$ cat config.mk
export PLATFORM = sky130hd
export DESIGN_NAME = fetch_redirect_unit
export DESIGN_NICKNAME = d
export VERILOG_FILES = /design/src/rtl/fetch_redirect_unit_pkg.sv /design/src/rtl/fetch_redirect_unit_shadow.sv /design/src/rtl/fetch_redirect_unit.sv
export SDC_FILE = /design/constraint.sdc
export NUM_CORES = 1
export LEC_CHECK = 0
export ABC_AREA = 1
export BUFFER_PORTS_ARGS = -buffer_cell sky130_fd_sc_hd__buf_2
export CELL_PAD_IN_SITES_DETAIL_PLACEMENT = 0
export CELL_PAD_IN_SITES_GLOBAL_PLACEMENT = 1
export CORE_MARGIN = 1.5
export CORE_UTILIZATION = 34
export DETAILED_ROUTE_END_ITERATION = 8
export GPL_TIMING_DRIVEN = 0
export PLACE_DENSITY = 0.74
export SLEW_MARGIN = 20
export SYNTH_ARGS = -nofsm -noshare
export SYNTH_HDL_FRONTEND = slang
export SYNTH_SLANG_ARGS = --single-unit
$ cat constraint.sdc
create_clock -name clk -period 1.9 [get_ports clk]
set_clock_uncertainty 0.15 [all_clocks]
set_input_delay 0.475 -clock clk [delete_from_list [all_inputs] [get_ports clk]]
set_output_delay 0.475 -clock clk [all_outputs]
set_load 0.005 [all_outputs]
$ cat src/rtl/fetch_redirect_unit_pkg.sv
// Shared constants and the prediction slot type for the fetch redirect unit.
// Package name bp_pkg; optional statistics are enabled with the BP_STATS_EN macro.
package bp_pkg;

  localparam int PC_W = 5;
  localparam logic [PC_W-1:0] RESET_PC = {PC_W{1'b0}};

  typedef struct packed {
    logic [PC_W-1:0] pc;
    logic            valid;
    logic            pred_taken;
    logic [PC_W-1:0] pred_target;
  } pred_slot_t;

  localparam int SLOT_W = $bits(pred_slot_t);

  localparam pred_slot_t SLOT_RESET = '{
    pc:          {PC_W{1'b0}},
    valid:       1'b0,
    pred_taken:  1'b0,
    pred_target: {PC_W{1'b0}}
  };

  // Sequential PC successor; wraps modulo 2^PC_W.
  function automatic logic [PC_W-1:0] pc_inc(input logic [PC_W-1:0] pc);
    return pc + {{(PC_W-1){1'b0}}, 1'b1};
  endfunction

endpackage

$ cat src/rtl/fetch_redirect_unit_shadow.sv
// One stage of the prediction shadow pipeline (used for D and EX).
// Priority: hold, then flush, then bubble, otherwise load the upstream slot.
module pred_shadow_stage
  import bp_pkg::*;
(
  input  logic              clk,
  input  logic              rst_n,
  input  logic              i_hold,
  input  logic              i_flush,
  input  logic              i_bubble,
  input  logic [SLOT_W-1:0] i_d,
  output logic [SLOT_W-1:0] o_q
);

  pred_slot_t r_q;
  pred_slot_t w_d;

  assign w_d = pred_slot_t'(i_d);

  // Flush and bubble only clear the valid/prediction bits so the PC stays observable.
  always_ff @(posedge clk or negedge rst_n) begin
    if (!rst_n) begin
      r_q <= SLOT_RESET;
    end else if (i_hold) begin
      r_q <= r_q;
    end else if (i_flush) begin
      r_q.valid      <= 1'b0;
      r_q.pred_taken <= 1'b0;
    end else if (i_bubble) begin
      r_q.valid      <= 1'b0;
      r_q.pred_taken <= 1'b0;
    end else begin
      r_q <= w_d;
    end
  end

  assign o_q = r_q;

endmodule

$ cat src/rtl/fetch_redirect_unit.sv
// Fetch PC owner: next-PC select, prediction shadow pipeline, EX mispredict/redirect.
// Define BP_STATS_EN to add saturating branch and mispredict counters.
module fetch_redirect_unit
  import bp_pkg::*;
(
  input  logic            clk,
  input  logic            rst_n,
  input  logic            F_BP_taken,
  input  logic [PC_W-1:0] F_BP_target_pc,
  input  logic            F_stall,
  input  logic            MEM_stall,
  input  logic            EX_brn,
  input  logic [PC_W-1:0] EX_alu_out,
  input  logic            EX_true_taken,
  output logic [PC_W-1:0] F_pc,
  output logic [PC_W-1:0] D_pc,
  output logic [PC_W-1:0] EX_pc,
  output logic            EX_valid,
  output logic            EX_mispredict,
  output logic [PC_W-1:0] redirect_pc,
  output logic            flush_D,
  output logic            flush_EX,
  output logic            BP_upd_en
`ifdef BP_STATS_EN
  ,
  output logic [15:0]     stat_branches,
  output logic [15:0]     stat_mispredicts
`endif
);

  logic [PC_W-1:0]   r_f_pc;
  logic [PC_W-1:0]   w_pred_next;
  logic              w_misp;
  logic [PC_W-1:0]   w_redirect;
  logic              w_d_hold;
  logic              w_upd;
  pred_slot_t        w_d_in;
  pred_slot_t        w_ex_slot;
  logic [SLOT_W-1:0] w_d_q;
  logic [SLOT_W-1:0] w_ex_q;

  // The predictor's own fall-through is ignored; not-taken always means PC+1.
  assign w_pred_next = F_BP_taken ? F_BP_target_pc : pc_inc(r_f_pc);

  assign w_d_in = '{
    pc:          r_f_pc,
    valid:       1'b1,
    pred_taken:  F_BP_taken,
    pred_target: F_BP_target_pc
  };

  // A mispredict must still kill D even while F_stall would otherwise hold it.
  assign w_d_hold = MEM_stall | (F_stall & ~w_misp);

  pred_shadow_stage u_d_stage (
    .clk      (clk),
    .rst_n    (rst_n),
    .i_hold   (w_d_hold),
    .i_flush  (w_misp),
    .i_bubble (1'b0),
    .i_d      (w_d_in),
    .o_q      (w_d_q)
  );

  pred_shadow_stage u_ex_stage (
    .clk      (clk),
    .rst_n    (rst_n),
    .i_hold   (MEM_stall),
    .i_flush  (w_misp),
    .i_bubble (F_stall),
    .i_d      (w_d_q),
    .o_q      (w_ex_q)
  );

  assign w_ex_slot = pred_slot_t'(w_ex_q);

  always_comb begin
    w_misp     = 1'b0;
    w_redirect = {PC_W{1'b0}};
    if (w_ex_slot.valid) begin
      if (EX_brn) begin
        w_misp = (w_ex_slot.pred_taken != EX_true_taken) |
                 (EX_true_taken & (w_ex_slot.pred_target != EX_alu_out));
      end else begin
        w_misp = w_ex_slot.pred_taken;
      end
    end else begin
      w_misp = 1'b0;
    end
    if (w_misp) begin
      if (EX_brn & EX_true_taken) begin
        w_redirect = EX_alu_out;
      end else begin
        w_redirect = pc_inc(w_ex_slot.pc);
      end
    end else begin
      w_redirect = {PC_W{1'b0}};
    end
  end

  always_ff @(posedge clk or negedge rst_n) begin
    if (!rst_n) begin
      r_f_pc <= RESET_PC;
    end else if (MEM_stall) begin
      r_f_pc <= r_f_pc;
    end else if (w_misp) begin
      r_f_pc <= w_redirect;
    end else if (F_stall) begin
      r_f_pc <= r_f_pc;
    end else begin
      r_f_pc <= w_pred_next;
    end
  end

  // The branch leaves EX on the first unstalled edge, so this fires once per branch.
  assign w_upd = w_ex_slot.valid & EX_brn & ~MEM_stall;

  assign F_pc          = r_f_pc;
  assign D_pc          = w_d_q[SLOT_W-1 -: PC_W];
  assign EX_pc         = w_ex_slot.pc;
  assign EX_valid      = w_ex_slot.valid;
  assign EX_mispredict = w_misp;
  assign redirect_pc   = w_redirect;
  assign flush_D       = w_misp;
  assign flush_EX      = w_misp;
  assign BP_upd_en     = w_upd;

`ifdef BP_STATS_EN
  logic [15:0] r_stat_br;
  logic [15:0] r_stat_mp;

  always_ff @(posedge clk or negedge rst_n) begin
    if (!rst_n) begin
      r_stat_br <= 16'd0;
      r_stat_mp <= 16'd0;
    end else begin
      if (w_upd && (r_stat_br != 16'hFFFF)) begin
        r_stat_br <= r_stat_br + 16'd1;
      end else begin
        r_stat_br <= r_stat_br;
      end
      if (w_misp && !MEM_stall && (r_stat_mp != 16'hFFFF)) begin
        r_stat_mp <= r_stat_mp + 16'd1;
      end else begin
        r_stat_mp <= r_stat_mp;
      end
    end
  end

  assign stat_branches    = r_stat_br;
  assign stat_mispredicts = r_stat_mp;
`endif

endmodule
=== Word level (Yosys, flattened, before mapping) ===
Index checks and enable logic that the tools add are counted.

* Memories: 0
* Bits in writable memories: 0
* Logic and storage cells: 38
* Output and inout bits: 25
* Flip-flop bits (word level): 29
* Input port bits: 17
* Latch bits: 0
* Memory bits (read-only): 0

* Eq/ne operators: 3
* Reductions and logical operators: 3
* Shift-type cells: 0
* Div/mod/pow operators: 0
* $lt $le $gt $ge: 0
* Multiply operators: 0
* Mux-type cells: 10
* Add/subtract/negate cells: 2
* Bitwise gates (word level): 11

{| class="wikitable"
|+ Operators by type and width
! operator !! number
|-
| $mux W5 || 5
|-
| $add A5 B1 Y5 const B || 2
|-
| $mux W2 || 3
|-
| $and A1 B1 Y1 || 5
|-
| $ne A5 B5 Y1 || 1
|-
| $not A1 Y1 || 4
|-
| $reduce_and A2 Y1 || 2
|-
| $reduce_and A3 Y1 || 1
|-
| $mux W1 || 2
|-
| $ne A2 B1 Y1 const B || 1
|-
| $or A1 B1 Y1 || 2
|-
| $ne A1 B1 Y1 || 1
|}

=== Longest topological paths before layout ===
* Depth after elaboration: 10
* Depth in mapped cells: 11
* Mapped depth without buffers: 10

=== Cells and area by module ===
From an unflattened synthesis, not the netlist that was laid out.

* Cell total of the unflattened synthesis: 236
* Area, all modules: 1756.7 um2

{| class="wikitable"
|+ Modules (own cells, without submodules)
! module !! instances !! cells an instance !! area an instance (um2) !! seq. area each (um2)
|-
| pred_shadow_stage || 2 || 53 || 494.2 || 300.3
|-
| fetch_redirect_unit || 1 || 130 || 768.2 || 125.1
|}

=== Worst setup path before layout ===
No wires, ideal clock.

* Path kind: input to output
* From: in EX_alu_out[3]
* To: out flush_D
* Slack: -73 ps
* Arrival time: 1348 ps
* Data required time: 1275 ps
* Stages: 9
* Cell sequence: inv_1 nand2_1 nand2_1 nor2_1 nand3_4 nand2_4 buf_4 inv_1 buf_4

* Cells in the longest elaborated chain, start to end: 5

{| class="wikitable"
|+ RTL lines
! item !! RTL line !! source
|-
| start, declared || fetch_redirect_unit.sv:13 || <nowiki>input logic [PC_W-1:0] EX_alu_out,</nowiki>
|-
| $ne A5 B5 Y1 || fetch_redirect_unit.sv:83 || <nowiki>(EX_true_taken & (w_ex_slot.pred_target != EX_alu_out));</nowiki>
|-
| $and A1 B1 Y1 || fetch_redirect_unit.sv:83 ||
|-
| $or A1 B1 Y1 || fetch_redirect_unit.sv:82 || <nowiki>w_misp = (w_ex_slot.pred_taken != EX_true_taken) |</nowiki>
|-
| $mux W1 || fetch_redirect_unit.sv:81 || <nowiki>if (EX_brn) begin</nowiki>
|-
| $mux W1 || fetch_redirect_unit.sv:80 || <nowiki>if (w_ex_slot.valid) begin</nowiki>
|-
| end, declared || fetch_redirect_unit.sv:21 || <nowiki>output logic flush_D,</nowiki>
|}

Every way passes these cells.

=== Worst setup path after layout ===
* From: reg u_ex_stage.r_q, in the netlist u_ex_stage.o_q[8]
* To: out redirect_pc[1]

* Cells in the longest elaborated chain, start to end: 3

{| class="wikitable"
|+ RTL lines
! item !! RTL line !! source
|-
| start, declared || fetch_redirect_unit_shadow.sv:15 || <nowiki>pred_slot_t r_q;</nowiki>
|-
| start signal, assigned || fetch_redirect_unit_shadow.sv:25 || <nowiki>r_q <= r_q;</nowiki>
|-
| start signal, assigned || fetch_redirect_unit_shadow.sv:33 || <nowiki>r_q <= w_d;</nowiki>
|-
| $add A5 B1 Y5 || fetch_redirect_unit_pkg.sv:26 || <nowiki>return pc + {{(PC_W-1){1'b0}}, 1'b1};</nowiki>
|-
| $mux W5 || fetch_redirect_unit.sv:91 || <nowiki>if (EX_brn & EX_true_taken) begin</nowiki>
|-
| $mux W5 || fetch_redirect_unit.sv:90 || <nowiki>if (w_misp) begin</nowiki>
|-
| end, declared || fetch_redirect_unit.sv:20 || <nowiki>output logic [PC_W-1:0] redirect_pc,</nowiki>
|}

Every way passes these cells.

==> qor.yml <==
min_path:
  hp-class: "in -> async"
global_routing:
  antenna_found_initial: 0
  grt_pass1_vias: 1571
  grt_use_met3_pct: 3.75
  grt_max_degree: 30
  grt_use_met2_pct: 28.7
  grt_util_met1_pct: 23.8
  busiest_layer: "met2"
  track_usage_pct: 17.8
  grt_pass1_wl_um: 7400
  grt.overflow.total: 0
timing:
  min_period_ns: 2.14
  hold_viol_final: 0
  setup_viol: 8
  relSlewSlack_pct: 54.6
  tightest_slew_ns: 0.681
  finalCritPeriodShare_pct: 113
  rsz0062_at_grt: "true"
  drv_slew: 0
  max_freq_mhz: 467
  fin_ws_ns: -0.240
pwr:
  leakagePower_nw: 1.34
  max-vdd-ir-drop_mv: 0.502
  p_per_area_nw_per_um2: 908
yosys:
  synth_area_um2: 1770
  synth_top_area_cell: "dfrtp_1"
  ys_warn_count: 0
  synth_top_family_by_area: "simple AND/OR/NAND/NOR gates"
  synth_cell_type_count: 23
  ys_seq_area_share_pct: 41.1
  synth_simple_gate_area_share_pct: 35.4
  synth-xor-area-share_pct: 0.992
  synthCells: 237
  synth.avg_cell_area_um2: 7.45
  synth_fp_nets: 256
  synth_adder_area_share_pct: 1.42
  synthTopCellsByArea: "dfrtp_1, nand2_1, nand3_1"
  synth_top_area_share_pct: 41.1
  synth_seq_cells: 29
  synth_compound_area_share_pct: 6.59
  synthMuxAreaShare_pct: 0
clock_tree:
  cts-root-buf: "clkbuf_8"
  cts_num_sinks: 29
  clk_pin_slew_ns: 0.07
  cts_tree: "yes"
  h-tree-depth: 2
  cts_buffers: 5
  clock_latency_ns: 0.28
  clock_path_buffers: 2
setup_path:
  reg2reg_depth: 11
  startpoint_type: "flop"
  r2r_slack_ns: 0.11
  arrival_ns: 1.52
  r2r-end: "F_pc[2]"
  crit_type: "reg -> out"
  cp_max_fo: 2
  cp.required_ns: 1.27
  end_kind: "primary output"
  reg2reg_from: "u_ex_stage.o_q[5]"
layout:
  antenna_cells: 0
  layout-drive-gt1-share_pct: 36.5
  layout_common_cells: "nand2_1, buf_2, nand3_1"
  final_cell_count_no_fill: 371
  fill_cells: 532
  fin_area_um2: 2460
  area_growth_syn_to_layout_pct: 39.1
  fin_nets: 319
  final_common_cell: "nand2_1"
floorplan:
  die_w_um: 75.1
  die_h_um: 75.1
  rows: 26
  io_pins: 42
  dieArea_um2: 5630
  start_util_pct: 35.0
  core_um2: 5040
place:
  place_congestion: 0.892
  io_buffers: 41
  dp_hpwl_um: 3210
  place_inst: 348
  place_area_um2: 2090
route:
  antenna_left: 0
  wirelength_um: 4570
  vias: 1643
  viasPerCell: 4.43
  drc: 0
  first_iter_violations: 68
  first_pass_iters: 4
  wire_per_inst_um: 12.3
run_status:
  violations: "negative setup slack"
  outcome: "finished with violations"
run:
  maxCapViolCount: 0
-- final cells by class --
type | count | area, um^2 | area share (%)
Buffer | 18 | 145 | 5.91
Clock inverter | 2 | 10.0 | 0.408
Sequential cell | 29 | 727 | 29.6
Clock buffer | 6 | 72.6 | 2.95
Inverter | 29 | 119 | 4.84
Timing Repair Buffer | 57 | 413 | 16.8
Tap cell | 70 | 87.6 | 3.57
Multi-Input combinational cell | 160 | 882 | 35.9
-- timing repair --
item | 4_1_cts | 5_1_grt
hold endpoints to repair | 0 | 0
gates cloned | 0 | 1
hold buffers | 0 | 0
buffers inserted | 14 | 2
pin swaps | 7 | 3
setup endpoints to repair | 8 | 33
resized for setup | 19 | 12
-- worst max path at each step --
stage | depth (start not counted) | from | slack (ns) | endpoint
2_1_floorplan | 9 | EX_brn | 0.001 | flush_D
3_3_place_gp | 11 | EX_brn | -0.38 | flush_EX
3_5_place_dp | 11 | EX_brn | -0.39 | flush_D
4_1_cts | 9 | u_ex_stage.o_q[2] | -0.23 | redirect_pc[0]
5_1_grt | 9 | u_ex_stage.o_q[2] | -0.32 | redirect_pc[0]
6_report | 6 | u_ex_stage.o_q[8] | -0.24 | redirect_pc[1]
-- cells by family (layout without fill, tap and decap cells) --
group                    count (synthesis)  after routing
AND/OR/NAND/NOR                        138            138
buffers and inverters                   48            112
flip-flops                              29             29
AO/OA/AOI/OAI                           18             18
adder cells (fa/ha/maj)                  2              2
XOR/XNOR                                 2              2
-- cell usage after synthesis (all sizes together) --
cell type,count
clkinv,1
xnor2,2
inv,28
buf,18
o21ai,14
nor2,7
a21oi,4
ha,2
nand4,4
nand2,89
clkbuf,1
nand3,38
dfrtp,29
-- state kept, by name (all words and copies together) (netlist names) --
register        flops
F_pc                5
u_d_stage.o_q      12
u_ex_stage.o_q     12
-- metal layers --
layer  wire (um)  vias up  part of all wire (%)
li1            -      862                     -
met1        2170      745                    47
met2        2170       30                    47
met3         177        6                   3.9
met4          55        0                   1.2
met5           0        -                     0
-- power breakdown --
group | internal, mW | leakage [nW] | switching (mW)
clock | 0.253 | 0.0450 | 0.239
combinational | 0.416 | 0.933 | 0.412
sequential | 0.765 | 0.366 | 0.145
total | 1.43 | 1.34 | 0.797
-- through the flow --
step | TNS (ns) | setup slack, ns | utilization, % | hold slack [ns] | power (mW)
after floorplan | 0 | 0.00134 | - | 0.0294 | 1.38
after global placement | -1.69 | -0.378 | 41.4 | 0.308 | 1.63
after detailed placement | -1.79 | -0.392 | 41.4 | 0.310 | 1.63
after CTS | -1.60 | -0.229 | 46.8 | 0.107 | 2.21
after global routing | -2.27 | -0.317 | 48.7 | 0.121 | 2.41
final | -1.43 | -0.240 | 48.7 | 0.0788 | 2.23
-- worst max-delay path, stage by stage, from the launching register on --
cell     delay, ns
dfrtp_1       0.39
ha_2          0.32
nand2_1       0.05
o21ai_0       0.08
nand3_1       0.18
inv_1         0.10
buf_2         0.11
Note: power is estimated with default switching activity, not from simulation.
